`config.mk`:
```
export PLATFORM = sky130hd
export DESIGN_NAME = inst_fetch_buffer
export DESIGN_NICKNAME = d
export VERILOG_FILES = /design/src/rtl/inst_fetch_buffer.sv
export SDC_FILE = /design/constraint.sdc
export NUM_CORES = 1
export LEC_CHECK = 0
export CAP_MARGIN = 20
export CORE_UTILIZATION = 40
export DETAILED_ROUTE_END_ITERATION = 10
export PLACE_DENSITY = 0.58
export SETUP_SLACK_MARGIN = 0.02
export SYNTH_ARGS = -nofsm -noshare
export SYNTH_HDL_FRONTEND = slang
export SYNTH_SLANG_ARGS = --single-unit
```
`constraint.sdc`:
```
create_clock -name clk -period 11.5 [get_ports clk]
set_input_delay 2.3 -clock clk [delete_from_list [all_inputs] [get_ports clk]]
set_output_delay 2.3 -clock clk [all_outputs]
set_load 0.05 [all_outputs]
```
`src/rtl/inst_fetch_buffer.sv`:
```
`default_nettype none
// +--------------------------------------------------------------------------+
// | inst_fetch_buffer : fetch PC, imem req/ack reads, {pc,instr} FIFO         |
// | Rev 1.0                                                                  |
// +--------------------------------------------------------------------------+
module inst_fetch_buffer #(
   parameter int          DEPTH    = 4,
   parameter logic [31:0] RESET_PC = 32'h0000_0000
) (
   input  logic        clk,
   input  logic        rst,
   input  logic        redirect_valid,
   input  logic [31:0] redirect_pc,
   output logic        imem_req,
   output logic [31:0] imem_addr,
   input  logic        imem_ack,
   input  logic [31:0] imem_rdata,
   output logic        inst_valid,
   input  logic        inst_ready,
   output logic [31:0] inst_out,
   output logic [31:0] pc_out
);

   localparam int               C_PTR_W    = (DEPTH > 1) ? $clog2(DEPTH) : 1;
   localparam int               C_CNT_W    = C_PTR_W + 1;
   localparam logic [C_CNT_W-1:0] C_FULL_CNT = C_CNT_W'(DEPTH);

   typedef enum logic [1:0] {
      S_IDLE = 2'd0,
      S_WAIT = 2'd1,
      S_DROP = 2'd2
   } state_t;

   state_t               state_q, state_d;
   logic [31:0]          fetch_pc_q, fetch_pc_d;
   logic                 req_q, req_d;
   logic [31:0]          addr_q, addr_d;
   logic [C_PTR_W-1:0]   rd_ptr_q, rd_ptr_d;
   logic [C_PTR_W-1:0]   wr_ptr_q, wr_ptr_d;
   logic [C_CNT_W-1:0]   count_q, count_d;
   logic [31:0]          inst_mem_q [DEPTH];
   logic [31:0]          pc_mem_q   [DEPTH];

   logic                 w_ack;
   logic                 w_push;
   logic                 w_pop;
   logic                 w_valid;
   logic                 w_room;
   logic [31:0]          w_redir_pc;
   logic                 unused_redir_lsb;

   assign w_redir_pc       = {redirect_pc[31:2], 2'b00};
   assign unused_redir_lsb = ^redirect_pc[1:0];

   // A redirect hides the head so the downstream never consumes a flushed entry.
   assign w_valid = (count_q != '0) && !redirect_valid;
   assign w_pop   = w_valid && inst_ready;
   assign w_ack   = req_q && imem_ack;
   assign w_push  = w_ack && (state_q == S_WAIT) && !redirect_valid;
   assign w_room  = (count_d < C_FULL_CNT);

   always_comb begin
      count_d  = count_q;
      rd_ptr_d = rd_ptr_q;
      wr_ptr_d = wr_ptr_q;
      if (redirect_valid) begin
         count_d  = '0;
         rd_ptr_d = '0;
         wr_ptr_d = '0;
      end else begin
         count_d  = count_q + C_CNT_W'(w_push) - C_CNT_W'(w_pop);
         rd_ptr_d = rd_ptr_q + C_PTR_W'(w_pop);
         wr_ptr_d = wr_ptr_q + C_PTR_W'(w_push);
      end
   end

   always_comb begin
      fetch_pc_d = fetch_pc_q;
      if (redirect_valid) begin
         fetch_pc_d = w_redir_pc;
      end else if (w_push) begin
         fetch_pc_d = fetch_pc_q + 32'd4;
      end
   end

   always_comb begin
      state_d = state_q;
      req_d   = req_q;
      addr_d  = addr_q;
      case (state_q)
         S_IDLE: begin
            if (!redirect_valid && w_room) begin
               state_d = S_WAIT;
               req_d   = 1'b1;
               addr_d  = fetch_pc_q;
            end
         end
         S_WAIT, S_DROP: begin
            // On ack the next read goes out immediately so zero-wait memory streams.
            if (w_ack) begin
               if (w_room) begin
                  state_d = S_WAIT;
                  req_d   = 1'b1;
                  addr_d  = fetch_pc_d;
               end else begin
                  state_d = S_IDLE;
                  req_d   = 1'b0;
               end
            end else if (redirect_valid) begin
               state_d = S_DROP;
            end
         end
         default: begin
            state_d = S_IDLE;
            req_d   = 1'b0;
         end
      endcase
   end

   always_ff @(posedge clk) begin
      if (rst) begin
         state_q    <= S_IDLE;
         fetch_pc_q <= RESET_PC;
         req_q      <= 1'b0;
         addr_q     <= RESET_PC;
         rd_ptr_q   <= '0;
         wr_ptr_q   <= '0;
         count_q    <= '0;
      end else begin
         state_q    <= state_d;
         fetch_pc_q <= fetch_pc_d;
         req_q      <= req_d;
         addr_q     <= addr_d;
         rd_ptr_q   <= rd_ptr_d;
         wr_ptr_q   <= wr_ptr_d;
         count_q    <= count_d;
         if (w_push) begin
            inst_mem_q[wr_ptr_q] <= imem_rdata;
            pc_mem_q[wr_ptr_q]   <= addr_q;
         end
      end
   end

   assign imem_req   = req_q;
   assign imem_addr  = addr_q;
   assign inst_valid = w_valid;
   assign inst_out   = inst_mem_q[rd_ptr_q];
   assign pc_out     = pc_mem_q[rd_ptr_q];

endmodule
`default_nettype wire

```
==> results of run 1 <==
[per-stage QoR]
stage	hold slack, ns	cell area, um^2
4_1_cts	0.4642	16830
6_report	0.4583	16830
3_5_place_dp	0.4505	15550
5_1_grt	0.4774	16830
3_3_place_gp	0.4441	15550
2_1_floorplan	0.4294	13510
[logic make-up (layout without fill, tap and decap cells)]
logic type,after synthesis,in the layout
flops,330,330
xor+xnor,20,20
simple gates,226,226
fa+ha+maj,7,7
mux,76,76
compound gates,140,140
buf+inv,73,251
[power by group]
part	switching, mW	internal, mW	total, mW
logic	0.182	0.101	0.283
registers	0.0479	1.33	1.37
clock network	0.463	0.763	1.23
total	0.693	2.19	2.88
[cell type report]
type / count / area share, %
Clock inverter: 26 / 1.925
Multi-Input combinational cell: 469 / 24.18
Timing Repair Buffer: 175 / 10.18
Clock buffer: 41 / 5.715
Tap cell: 442 / 3.285
Inverter: 9 / 0.2007
Sequential cell: 330 / 54.51
[critical path: cells and delay by family, from the launching register on]
family | cells | cell delay [ns]
mux | 1 | 0.59
flops | 1 | 0.73
buf+inv | 2 | 1.48
[layer usage]
| layer | GRT usage, % | part of all wire [%] | vias to the layer above |
|---|---|---|---|
| met1 | 24.65 | 44 | 4010 |
| li1 | - | - | 3769 |
| met2 | 28.82 | 48 | 228 |
| met4 | 4.328 | 1.7 | 0 |
| met3 | 3.150 | 6.2 | 39 |
| met5 | 0 | 0 | - |
[how the worst max path moves through the flow]
stage / slack [ns] / to / cells past startpoint / from
floorplan: 1.75 / inst_mem_q[0][0]$_DFFE_PP_ / 5 / redirect_valid
global placement: 5.40 / imem_addr[10]$_SDFFE_PP0P_ / 11 / imem_ack
detailed placement: 5.36 / imem_addr[10]$_SDFFE_PP0P_ / 11 / imem_ack
CTS: 5.70 / pc_out[24] / 3 / rd_ptr_q[0]$_SDFF_PP0_
global route: 5.55 / pc_out[18] / 3 / rd_ptr_q[0]$_SDFF_PP0_
finish: 5.83 / pc_out[28] / 3 / rd_ptr_q[0]$_SDFF_PP0_
[sequential cells by signal, summed over array words and instances (netlist names)]
register,flops
count_q,3
imem_req,1
wr_ptr_q,2
imem_addr,32
inst_mem_q,128
rd_ptr_q,2
fetch_pc_q,32
pc_mem_q,128
state_q,2
[cell usage after synthesis, drive strengths merged, types with 3 or more instances]
| cell | n |
|---|---|
| ha | 6 |
| nand3 | 21 |
| dfxtp | 74 |
| and2 | 7 |
| nor4 | 11 |
| mux2i | 12 |
| buf | 25 |
| a21o | 6 |
| edfxtp | 256 |
| or3 | 5 |
| or4 | 9 |
| nor2 | 62 |
| xor2 | 10 |
| a311oi | 6 |
| o311a | 5 |
| xnor2 | 9 |
| o22ai | 6 |
| o311ai | 5 |
| a221oi | 4 |
| nand4 | 16 |
| a22oi | 3 |
| clkbuf | 39 |
| o21ai | 15 |
| nor3 | 12 |
| a21oi | 36 |
| nand2 | 54 |
| a211o | 5 |
| o221a | 4 |
| and4 | 5 |
| nand2b | 13 |
| inv | 9 |
| a221o | 3 |
| and3 | 5 |
| o41a | 3 |
| a211oi | 20 |
| mux4 | 64 |
| a31oi | 3 |
==> flow_summary.toml, run 1 <==
[grt]
grt_pass1_vias = 7917
overflow = 0
grt_use_total_pct = 17.73
grt_max_degree = 66
grt_pass1_wl_um = 46450
antenna_found_initial = 0

[clock_tree]
holdBufCountCts = 0
htree_levels = 2
cts_buffer_depth = 3
cts_tree = "yes"
clkLatencyLatePin_ns = 0.51
clk_pin_slew_worst_paths_ns = 0.06
cts_setup_buffers = 0
cts-root-buf = "clkbuf_16"
numCtsBuffers = 37
cts_resized = 0
clock_sinks = 330

[placed_design]
preCtsSetupSlack_ns = 5.358
hpwl_um = 18340
numPlacedInstances = 1425
gp_congestion = 0.7827
io_buffer_count = 164

[critical_path]
r2r_cells = 11
r2r_start = "state_q[0]$_SDFFE_PP0P_"
worstSetupStartpointType = "register"
worstSetupPathType = "reg2out"
cp.arrival_ns = 3.37
required_ns = 9.20
path_cells = "buf_4 -> mux4_2 -> clkdlybuf4s50_1"
cpPeakStageDelay_ns = 0.76
worstPathMaxFanout = 37
r2r_slack_ns = 7.62
rr_endpoint = "imem_addr[10]$_SDFFE_PP0P_"
worst_path_max_delay_cell = "clkdlybuf4s50_1"
end_kind = "primary output"

[logic_synthesis]
synth_flop_cell = "edfxtp_1"
synthAdderAreaFrac_pct = 0.7041
yosys.area.top_type_share_pct = 56.92
ys_types = 65
synth_area_leaders = "edfxtp_1 57%, dfxtp_1 11%, mux4_2 11%"
ys_seq_area_share_pct = 67.89
synth_area_leader_cell = "edfxtp_1"
muxShareOfSynthArea_pct = 11.56
syn_area_per_cell_um2 = 15.49
synth_top_family_by_area = "multiplexers"
synthArstFlopShare_pct = 0
synth_cells = 872
syn-cell-area_um2 = 13510
synth-xor-area-share_pct = 1.399
ys_ff_latch = 330
synth_edf_count = 256
synthSimpleGateAreaFrac_pct = 8.709
synthesis.nets = 948
yosysWarnings = 0
synth_compound_area_share_pct = 7.504

[min_path]
whs_endpoint = "fetch_pc_q[1]$_SDFF_PP0_"
hold-path-cell-count = 1
min_path_type = "reg2reg"
holdCritStartpoint = "fetch_pc_q[1]$_SDFF_PP0_"

[timing]
finalCritPeriodShare_pct = 49.31
tightest_slew_ns = 1.051
slew_headroom_pct = 29.26
setup_violations = 0
max_clock_freq_mhz = 176.4
clock_skew_ns = 0.01573
fin_tns_setup_ns = 0
drv_slew = 0
setup_ws_ns = 5.830
rsz0062_at_grt = "no"
hold_violations = 0
min_period_ns = 5.670

[floorplan]
rows = 66
die_h_um = 185.8
initial_core_util_pct = 41.09
die-area_um2 = 34500
num_io_pins = 167
core_area_um2 = 32870
die_x_um = 185.8

[power_and_ir_drop]
p_per_area_nw_per_um2 = 171.3
p_total_mw = 2.883
p_leak_nw = 5.423
ir_worst_vdd_mv = 0.09016

[drt]
via_per_inst = 5.393
drt-initial-drc-count = 561
wl_per_cell_um = 20.38
drt-total-wl_um = 30410
vias = 8046
drtPass1Iterations = 5
antenna_left = 0
drc = 0

[layout]
final_cell_mix = "256 x edfxtp_1, 162 x clkdlybuf4s50_1, 72 x dfxtp_1"
final_cells = 1492
antenna_cells = 0
final_common_cell = "edfxtp_1"
areaGrowthSynthToFinish_pct = 24.65
regArea_um2 = 9176
drive_above_1_share_pct = 15.05
filler_cell_count = 2781
nets = 1098
multi_input_area_um2 = 4071
utilization_pct = 51.22

[job]
cap_violations = 0

[run_status]
outcome = "complete, no violations"
Power figures use the tool's default switching activity.
==> inputs of run 2 (changes only) <==
==> constraint.sdc (replaced) <==
create_clock -name clk -period 5.7 [get_ports clk]
set_input_delay 1.14 -clock clk [delete_from_list [all_inputs] [get_ports clk]]
set_output_delay 1.14 -clock clk [all_outputs]
set_load 0.05 [all_outputs]
==> flow_summary.toml, run 2 (synthesis gave the netlist of run 1 again) <==
[layout]
final_common_cell = "edfxtp_1"
reg.largest.list = "inst_mem_q (128), pc_mem_q (128)"
antenna_cells = 0
utilization_pct = 51.13
areaGrowthSynthToFinish_pct = 24.44
drive_above_1_share_pct = 15.15
final_cell_mix = "256 x edfxtp_1, 162 x clkdlybuf4s50_1, 72 x dfxtp_1"
nets = 1106

[timing]
drv_slew = 0
finalCritPeriodShare_pct = 73.86
fin_tns_setup_ns = 0
clock_skew_ns = 0.01293
max_clock_freq_mhz = 237.5
min_period_ns = 4.210
hold_violations = 0
slew_headroom_pct = 31.55
rsz0062_at_grt = "no"
setup_violations = 0
tightest_slew_ns = 1.027

[critical_path]
worst_path_max_delay_cell = "a32oi_2"
worstSetupPathType = "in2reg"
end_kind = "register"
r2r_slack_ns = 2.08
r2r_start = "count_q[1]$_SDFF_PP0_"
cp.arrival_ns = 4.62
required_ns = 6.11
rr_endpoint = "imem_addr[26]$_SDFFE_PP0P_"
worstSetupStartpointType = "input pin"
path_buf_inv = 2
path_cells = "clkdlybuf4s50_1 -> nor3b_1 -> nand2b_1 -> nand2_1 -> ha_1 -> fa_1 -> xnor3_1 -> o21ai_0 -> a32oi_2 -> buf_4 -> a221oi_1 -> a311oi_1"
r2r_cells = 12
cp_top_family = "compound AO/OA/AOI/OAI gates"
crit_start = "inst_ready"
cpPeakStageDelay_ns = 0.69
worstPathMaxFanout = 13

[min_path]
min_path_type = "reg2reg"
whs_endpoint = "fetch_pc_q[1]$_SDFF_PP0_"
hold-path-cell-count = 1
holdCritStartpoint = "fetch_pc_q[1]$_SDFF_PP0_"

[placed_design]
hpwl_um = 19240
gp_congestion = 0.7963
io_buffer_count = 164

[floorplan]
die-area_um2 = 34500
core_area_um2 = 32870
die_h_um = 185.8
initial_core_util_pct = 41.09
rows = 66
num_io_pins = 167
die_x_um = 185.8

[drt]
antenna_left = 0
wl_per_cell_um = 20.71
drtPass1Iterations = 5
drt-initial-drc-count = 385
vias = 8077
drc = 0
via_per_inst = 5.392
drt-total-wl_um = 31020

[clock_tree]
clock_sinks = 330
clk_pin_slew_worst_paths_ns = 0.06
cts_buffer_depth = 3
cts-root-buf = "clkbuf_16"
numCtsBuffers = 37
holdBufCountCts = 0
cts_tree = "yes"
cts_setup_buffers = 0
clkLatencyLatePin_ns = 0.52
htree_levels = 2
cts_resized = 0

[grt]
grt_use_total_pct = 18.19
overflow = 0
grt_pass1_vias = 8111
grt_pass1_wl_um = 47340
grt_max_degree = 66
antenna_found_initial = 0

[power_and_ir_drop]
netSwitchingFraction_pct = 25.31
comb_power_share_pct = 10.6
p_int_mw = 4.144
ir_worst_vdd_mv = 0.1946
p_per_area_nw_per_um2 = 330.1
p_leak_nw = 5.394
share_seq_of_total_power_pct = 50.0
p_sw_mw = 1.404
p_clk_share_pct = 39.4

[job]
cap_violations = 0

[run_status]
outcome = "complete, no violations"
run 2: changes by cell type in the layout (fill, tap and decap cells not counted), sizes merged:
| cell | before | now |
|---|---|---|
| buf | 13 | 21 |
| bufinv | 7 | 0 |
| clkbuf | 41 | 45 |
| inv | 9 | 10 |
run 2: worst max-delay path by stage:
| stage | endpoint | slack, ns | cells after the start |
|---|---|---|---|
| after floorplan | inst_mem_q[0][0]$_DFFE_PP_ | -0.20 | 5 |
| after global placement | imem_addr[31]$_SDFFE_PP0P_ | 0.95 | 12 |
| after detailed placement | imem_addr[26]$_SDFFE_PP0P_ | 0.95 | 12 |
| after CTS | pc_out[1] | 1.42 | 3 |
| after global routing | imem_addr[26]$_SDFFE_PP0P_ | 1.23 | 12 |
| final | imem_addr[26]$_SDFFE_PP0P_ | 1.49 | 12 |
run 2: power groups by stage:
| stage | clock [mW] | combinational [mW] | sequential [mW] |
|---|---|---|---|
| global placement | 0 | 0.586 | 2.82 |
| finish | 2.18 | 0.588 | 2.78 |
| CTS | 2.24 | 0.592 | 2.78 |
| detailed placement | 0 | 0.591 | 2.83 |
| global route | 2.33 | 0.632 | 2.79 |
| floorplan | 0 | 0.241 | 2.91 |
run 2: worst reg2reg max path: cells and delay by family (launching register included):
kind                       cells  cell delay [ns]
AOI/OAI and AO/OA              4             1.18
xor gates and xnor gates       1             0.27
adders and majority gates      2             0.56
buffers and inverters          1             0.31
DFF                            1             0.39
and+or+nand+nor                4             0.83
run 2: metal layers:
metal | share of wire, % | track usage [%] | up-vias
met5 | 0 | 0 | -
met4 | 2.2 | 5.344 | 0
met3 | 5.5 | 3.326 | 44
met2 | 47 | 29.57 | 230
met1 | 45 | 24.87 | 4014
li1 | - | - | 3789
run 2: area by class of cell:
cell class	count	area (um^2)
Inverter	9	33.78
Clock buffer	45	997.2
Tap cell	442	553.0
Sequential cell	330	9176
Timing Repair Buffer	183	1834
Fill cell	2800	16060
Multi-Input combinational cell	469	4088
Clock inverter	20	123.9
run 2: per-stage QoR:
stage / setup slack, ns / total power [mW] / hold WS (ns) / instance area (um^2) / cells
6_report: 1.490 / 5.548 / 0.4686 / 16810 / 1498
5_1_grt: 1.233 / 5.748 / 0.4781 / 16810 / 1498
4_1_cts: 1.422 / 5.612 / 0.4657 / 16800 / 1497
3_5_place_dp: 0.9549 / 3.418 / 0.4517 / 15680 / 1432
3_3_place_gp: 0.9459 / 3.411 / 0.4428 / 15680 / 1432
2_1_floorplan: -0.1981 / 3.155 / 0.4294 / 13520 / 872
==> inputs of run 3 (changes only) <==
--- a/config.mk
+++ b/config.mk
@@ -8,7 +8,7 @@
 export CAP_MARGIN = 20
 export CORE_UTILIZATION = 40
 export DETAILED_ROUTE_END_ITERATION = 10
-export PLACE_DENSITY = 0.58
+export PLACE_DENSITY = 0.6
 export SETUP_SLACK_MARGIN = 0.02
 export SYNTH_ARGS = -nofsm -noshare
 export SYNTH_HDL_FRONTEND = slang
==> constraint.sdc (replaced) <==
create_clock -name clk -period 3.8 [get_ports clk]
set_input_delay 0.76 -clock clk [delete_from_list [all_inputs] [get_ports clk]]
set_output_delay 0.76 -clock clk [all_outputs]
set_load 0.05 [all_outputs]
==> flow_summary.toml, run 3 (synthesis gave the netlist of run 1 again) <==
[power_and_ir_drop]
ir_worst_vdd_mv = 0.2768
p_leak_nw = 5.469
p_per_area_nw_per_um2 = 490.0

[floorplan]
die-area_um2 = 34500
rows = 66
num_io_pins = 167
die_h_um = 185.8
core_area_um2 = 32870
initial_core_util_pct = 41.09
die_x_um = 185.8

[timing]
max_clock_freq_mhz = 286.3
fin_tns_setup_ns = 0
setup_violations = 0
slew_headroom_pct = 56.31
clock_skew_ns = 0.02108
drv_slew = 0
tightest_slew_ns = 0.6554
min_period_ns = 3.493
finalCritPeriodShare_pct = 91.92
hold_violations = 0
rsz0062_at_grt = "no"
setup_ws_ns = 0.3069

[clock_tree]
cts_buffer_depth = 3
holdBufCountCts = 0
clock_sinks = 330
clkLatencyLatePin_ns = 0.52
clk_pin_slew_worst_paths_ns = 0.06
cts_setup_buffers = 0
cts_tree = "yes"
numCtsBuffers = 35
cts-root-buf = "clkbuf_16"
htree_levels = 2
cts_resized = 0

[drt]
drc = 0
drtPass1Iterations = 5
via_per_inst = 5.377
vias = 8109
drt-total-wl_um = 30300
drt-initial-drc-count = 630
antenna_left = 0
wl_per_cell_um = 20.09

[placed_design]
preCtsSetupSlack_ns = 0.07143
io_buffer_count = 164
hpwl_um = 19190
gp_congestion = 0.8020

[critical_path]
r2r_slack_ns = 0.72
end_kind = "primary output"
worstSetupPathType = "reg2out"
cpPeakStageDelay_ns = 0.72
worst_path_max_delay_cell = "clkdlybuf4s50_1"
required_ns = 3.04
cp.arrival_ns = 2.73
worstSetupStartpointType = "register"
worstPathMaxFanout = 21
path_cells = "buf_4 -> mux4_2 -> clkdlybuf4s50_1"

[job]
cap_violations = 0

[grt]
antenna_found_initial = 0
grt_use_total_pct = 17.67
grt_pass1_vias = 8064
grt_pass1_wl_um = 46420
overflow = 0
grt_max_degree = 65

[layout]
antenna_cells = 0
areaGrowthSynthToFinish_pct = 25.45
nets = 1116
multi_input_area_um2 = 4095
final_common_cell = "edfxtp_1"
utilization_pct = 51.55
drive_above_1_share_pct = 15.67
reg.largest.list = "inst_mem_q (128), pc_mem_q (128)"
filler_cell_count = 2783
final_cell_mix = "256 x edfxtp_1, 162 x clkdlybuf4s50_1, 72 x dfxtp_1"
regArea_um2 = 9176

[min_path]
min_path_type = "reg2reg"

[run_status]
outcome = "complete, no violations"
[run 3: cell types whose count changed in the layout (fill, tap and decap cells not counted), sizes merged]
cell      previous run  this run
buf                 21        33
clkinvlp             5         2
bufinv               0         2
clkinv              14        12
clkbuf              45        46
[run 3: where the power goes]
group	internal (mW)	switching (mW)
combinational	0.344	0.553
sequential	4.01	0.147
clock	1.89	1.35
total	6.25	2.05
[run 3: path summary, 6_finish.rpt]
check                           start                    endpoint  cells after the start
max            rd_ptr_q[0]$_SDFF_PP0_                 inst_out[5]                      3
min          fetch_pc_q[0]$_SDFF_PP0_    fetch_pc_q[0]$_SDFF_PP0_                      1
max reg2reg     count_q[1]$_SDFF_PP0_  imem_addr[28]$_SDFFE_PP0P_                     13
min reg2reg  fetch_pc_q[0]$_SDFF_PP0_    fetch_pc_q[0]$_SDFF_PP0_                      1
[run 3: routing by layer]
metal	vias to the layer above	track usage, %	share of wire, %
met5	-	0	0
met4	0	4.328	1.5
met3	40	3.385	6.6
met2	261	27.94	46
met1	4009	25.08	46
li1	3799	-	-
[run 3: critical path: cells and delay by family, from the launching register on]
kind | cells | cell delay [ns]
buffers and inverters | 2 | 1.03
DFF | 1 | 0.64
muxes | 1 | 0.53
[run 3: layout make-up]
cell class | instances | area share (%)
clock buffers | 46 | 5.539
flip-flops and latches | 330 | 54.16
clock inverters | 17 | 0.9231
multi-input cells | 469 | 24.17
well taps | 442 | 3.264
repair buffers | 195 | 11.74
inverters | 9 | 0.1994
[run 3: per-stage QoR]
stage / power (mW) / hold WS, ns / std cells / area [um^2]
2_1_floorplan: 4.735 / 0.4294 / 872 / 13560
3_3_place_gp: 5.131 / 0.4445 / 1445 / 15850
3_5_place_dp: 5.139 / 0.4510 / 1445 / 15850
4_1_cts: 8.385 / 0.4687 / 1508 / 16940
5_1_grt: 8.596 / 0.4961 / 1508 / 16940
6_report: 8.301 / 0.4651 / 1508 / 16940
